**src/rtl/pll_phase_ctrl.sv**
```systemverilog
// rtl/pll_phase_ctrl.sv - dynamic phase-step sequencer for PLL output clocks
module pll_phase_ctrl #(
  parameter int SETUP_CYC = 2,
  parameter int STEP_LOW  = 4,
  parameter int STEP_GAP  = 4,
  parameter int PHASE_MOD = 40
) (
  input  logic       clkin,
  input  logic       rst,
  input  logic       locked,
  input  logic       req_valid,
  output logic       req_ready,
  input  logic [1:0] req_sel,
  input  logic       req_dir,
  input  logic [7:0] req_steps,
  output logic       busy,
  output logic       done,
  output logic       err,
  output logic       phasesel0,
  output logic       phasesel1,
  output logic       phasedir,
  output logic       phasestep,
  output logic       phaseloadreg,
  output logic [5:0] pos_a,
  output logic [5:0] pos_b,
  output logic [5:0] pos_c,
  output logic [5:0] pos_d
);

  localparam logic [2:0] S_IDLE  = 3'd0;
  localparam logic [2:0] S_SETUP = 3'd1;
  localparam logic [2:0] S_LOW   = 3'd2;
  localparam logic [2:0] S_GAP   = 3'd3;
  localparam logic [2:0] S_DONE  = 3'd4;

  localparam logic [7:0] SETUP_LAST = 8'(SETUP_CYC - 1);
  localparam logic [7:0] LOW_LAST   = 8'(STEP_LOW - 1);
  localparam logic [7:0] GAP_LAST   = 8'(STEP_GAP - 1);
  localparam logic [5:0] POS_MAX    = 6'(PHASE_MOD - 1);

  logic [2:0] state;
  logic [2:0] state_nxt;
  logic [7:0] cnt;
  logic [7:0] remaining;
  logic [1:0] sel_q;
  logic       dir_q;
  logic [5:0] pos [4];
  logic       accept;
  logic       in_run;
  logic       step_count;

  assign req_ready    = (state == S_IDLE) && locked;
  assign accept       = req_valid && req_ready;
  assign in_run       = (state == S_SETUP) || (state == S_LOW) || (state == S_GAP);
  // A step only counts when its low pulse ran to full length with lock held.
  assign step_count   = (state == S_LOW) && locked && (cnt == LOW_LAST);

  assign phasesel0    = sel_q[0];
  assign phasesel1    = sel_q[1];
  assign phasedir     = dir_q;
  assign phaseloadreg = 1'b1;
  assign pos_a        = pos[0];
  assign pos_b        = pos[1];
  assign pos_c        = pos[2];
  assign pos_d        = pos[3];

  // Next-state decode; loss of lock anywhere in the run aborts straight to DONE.
  always_comb begin
    state_nxt = state;
    case (state)
      S_IDLE: begin
        if (accept) state_nxt = S_SETUP;
      end
      S_SETUP: begin
        if (!locked) state_nxt = S_DONE;
        else if (cnt == SETUP_LAST) state_nxt = (remaining != 8'd0) ? S_LOW : S_DONE;
      end
      S_LOW: begin
        if (!locked) state_nxt = S_DONE;
        else if (cnt == LOW_LAST) state_nxt = S_GAP;
      end
      S_GAP: begin
        if (!locked) state_nxt = S_DONE;
        else if (cnt == GAP_LAST) state_nxt = (remaining != 8'd0) ? S_LOW : S_DONE;
      end
      S_DONE:  state_nxt = S_IDLE;
      default: state_nxt = S_IDLE;
    endcase
  end

  // State, dwell counter, registered PLL-facing outputs and position tracking.
  always_ff @(posedge clkin) begin
    if (rst) begin
      state     <= S_IDLE;
      cnt       <= 8'd0;
      remaining <= 8'd0;
      sel_q     <= 2'd0;
      dir_q     <= 1'b1;
      phasestep <= 1'b1;
      busy      <= 1'b0;
      done      <= 1'b0;
      err       <= 1'b0;
      for (int i = 0; i < 4; i++) pos[i] <= 6'd0;
    end else begin
      state     <= state_nxt;
      cnt       <= (state_nxt != state) ? 8'd0 : cnt + 8'd1;
      phasestep <= (state_nxt != S_LOW);
      busy      <= (state_nxt != S_IDLE);
      done      <= (state_nxt == S_DONE);

      if (accept) begin
        sel_q     <= req_sel;
        dir_q     <= req_dir;
        remaining <= req_steps;
        err       <= 1'b0;
      end

      if (in_run && !locked) err <= 1'b1;

      if (step_count) begin
        remaining <= remaining - 8'd1;
        if (!dir_q) pos[sel_q] <= (pos[sel_q] == POS_MAX) ? 6'd0 : pos[sel_q] + 6'd1;
        else        pos[sel_q] <= (pos[sel_q] == 6'd0) ? POS_MAX : pos[sel_q] - 6'd1;
      end
    end
  end

endmodule

```
**config.mk**
```make
export PLATFORM = sky130hd
export DESIGN_NAME = pll_phase_ctrl
export DESIGN_NICKNAME = d
export VERILOG_FILES = /design/src/rtl/pll_phase_ctrl.sv
export SDC_FILE = /design/constraint.sdc
export NUM_CORES = 1
export LEC_CHECK = 0
export ABC_AREA = 1
export CAP_MARGIN = 5
export CORE_ASPECT_RATIO = 1.5
export CORE_MARGIN = 8
export CORE_UTILIZATION = 45
export CTS_CLUSTER_DIAMETER = 40
export DETAILED_ROUTE_END_ITERATION = 12
export PLACE_DENSITY = 0.83
export SYNTH_ARGS = -nofsm -noshare
export SYNTH_HDL_FRONTEND = slang
export SYNTH_SLANG_ARGS = --single-unit
export TNS_END_PERCENT = 10
```
**constraint.sdc**
```tcl
create_clock -name clkin -period 1.84 [get_ports clkin]
set_input_delay 0.46 -clock clkin [delete_from_list [all_inputs] [get_ports clkin]]
set_output_delay 0.46 -clock clkin [all_outputs]
set_load 0.03 [all_outputs]
```
==> metrics.csv <==
metric,value,unit
worst_slack,0.0260,ns
drive_above_1_share,0.282,
synth_most_common_cell,nand2_1,
drtAntennaViolNets,0,
max_cap_viol_count,0,
final_nets,467,
vdd_ir_drop_max,0.000555,V
rr_endpoint,pos[1][5],
ys_top_cells_by_count,"nand2_1 (82), nor2_1 (41), inv_1 (31), dfxtp_1 (28), nand3_1 (27)",
grt_max_degree,18,
synthTopCellsByArea,"edfxtp_1 (25%), dfxtp_1 (20%), nand2_1 (11%)",
drv_slew,0,
grt_first_pass_wirelength,11700,um
drt-vias-per-instance,5.23,
synth_cell_types,34,
clk_latency,0.31,ns
synth_compound_area_frac,0.0825,
syn_to_final_growth,39.6,%
leakage,1.89,nW
required,1.38,ns
syn_inst,354,
fmax,551,MHz
die_area,9200,sq um
synthAdderAreaFrac,0.0263,
cts_tree,done,
critPathMaxStageDelay,0.68,ns
antenna_found_initial,0,
chipHeight,114,um
status,"complete, no violations",
drt-pass1-iter-count,4,
ys_ff_latch,52,
hold_depth,2,
gr-total-overflow,0,
synthFlopType,dfxtp_1,
hold_path_startpoint,err,
synth_edf_count,24,
row_count,35,
clock_skew,0.00514,ns
power_density,653,nW/um^2
async_flop_share,0,
synth-simple-area-share,0.329,
slowest_stage,clkdlybuf4s50_1,
die_w,81.0,um
dp_hpwl,5710,um
whs,0.482,ns
hold_end,err,
yosysWarnings,0,
clock_sinks,52,
setup_violations,0,
cp_data_arrival_time,1.35,ns
cp_num_buf_inv,1,
route.vias.total,2727,
fin_util,0.649,
synthXorXnorAreaFrac,0.0368,
worst-r2r-cell-count,10,
clkTransAtPathRegs,0.09,ns
clk_path_buf_depth,2,
wl_per_cell,14.2,um
yosys.area.top_type,edfxtp_1,
syn_avg_cell_area,8.06,sq um
antenna_cells,0,
boundaryPins,48,
post-route-drc-count,0,
critPathLaunchType,flip-flop,
synth.top_cell.area_share,0.253,
cts_buffers,5,
min_period_over_period,0.986,
cts-root-buf,clkbuf_8,
crit_chain,clkdlybuf4s50_1,
syn_nets,375,
path_delay_family,buffers and inverters,
fin_crit,1.81,ns
worstSetupPathDepth,1,
critPathMaxFanout,2,
rsz0062_at_grt,true,
routed_wl,7410,um
syn_area,2850,sq um
synth_mux_area_frac,0,
ctsHtreeMaxLevel,2,
worst-setup-path-type,flip-flop to output pin,
synth_top_family_by_area,simple AND/OR/NAND/NOR gates,
initial_core_util,0.465,
gp_congestion,0.868,
core_area,6130,sq um
pre_cts_ws,-0.395,ns
track_usage,0.158,
reg2reg_slack,0.03,ns
dr.first_iter.drc_count,177,
ys_seq_area_frac,0.449,
io_buffers,46,
grt_pass1_vias,2640,
hp-class,flip-flop to flip-flop,
report.final.hold_viol_count,0,
cp-end-kind,output pin,
## report_power, final
part	switching (W)	internal [W]	leakage, nW
Clock	0.000388	0.000273	0.0485
Sequential	0.0000422	0.00125	0.478
Combinational	0.000380	0.000263	1.37
## logic make-up after synthesis
kind of cell | Yosys count
AOI/OAI and AO/OA | 43
xor gates and xnor gates | 12
adders and majority gates | 6
buffers and inverters | 49
DFF | 52
other | 1
and+or+nand+nor | 191
## layout by cell type (no fill, tap or decap), types with 4 or more instances in the layout
cell / count
nand2_1: 72
buf_4: 43
nor2_1: 39
inv_1: 30
dfxtp_1: 24
edfxtp_1: 24
nand3_1: 21
clkdlybuf4s50_1: 21
a21oi_1: 18
nand2_2: 17
dlymetal6s2s_1: 16
nand3_2: 13
o21ai_0: 12
inv_2: 9
xor2_1: 9
dlygate4sd2_1: 8
nand2_4: 5
nand4_1: 5
nor3_1: 5
clkbuf_8: 5
nor2_4: 4
ha_1: 4
## timing repair
| item | in CTS | in global routing |
|---|---|---|
| hold buffers | 0 | 0 |
| buffers inserted | 2 | 2 |
| cloned | 0 | 0 |
| pin swaps | 2 | 16 |
| gates resized for setup | 18 | 46 |
| endpoints found under the setup margin | 60 | 71 |
## final cells by class
| cell class | instances | area (sq um) |
|---|---|---|
| repair buffers | 91 | 846 |
| well taps | 74 | 92.6 |
| clock inverters | 3 | 22.5 |
| clock buffers | 5 | 68.8 |
| multi-input cells | 253 | 1490 |
| flip-flops and latches | 52 | 1290 |
| fillers | 479 | 2150 |
| inverters | 43 | 173 |
## how the worst max path moves through the flow
stage,from,endpoint,slack [ns]
6_report,pos[0][4],pos_a[4],0.03
5_1_grt,flip-flop,pos[1][5],-0.04
4_1_cts,pos[3][2],pos_d[2],0.003
3_5_place_dp,locked,pos[3][1],-0.40
2_1_floorplan,pos[1][0],pos[1][0],0.0002
3_3_place_gp,locked,pos[3][3],-0.37
## sequential cells by signal, indices dropped and copies added, names as in the netlist, named ones only
name,count
state,3
phasestep,1
sel_q,2
remaining,8
err,1
pos,24
busy,1
phasedir,1
done,1
cnt,8
## routing by layer
layer  vias to the layer above  wire length, um  share of wire  track usage
li1                       1340                -              -            -
met1                      1278             2850           0.39        0.167
met5                         -                0              0            0
met4                         0              206          0.028       0.0647
met2                        91             3990           0.54        0.295
met3                        18              360          0.049       0.0244
## stage by stage
| stage | std cells | total power [W] | setup TNS (ns) | area [sq um] |
|---|---|---|---|---|
| finish | 521 | 0.00260 | 0 | 3980 |
| global route | 521 | 0.00270 | -0.456 | 3980 |
| CTS | 519 | 0.00257 | 0 | 3820 |
| detailed placement | 509 | 0.00191 | -23.62 | 3690 |
| global placement | 509 | 0.00190 | -22.94 | 3690 |
| floorplan | 354 | 0.00167 | 0 | 2860 |
Power figures use the tool's default switching activity.
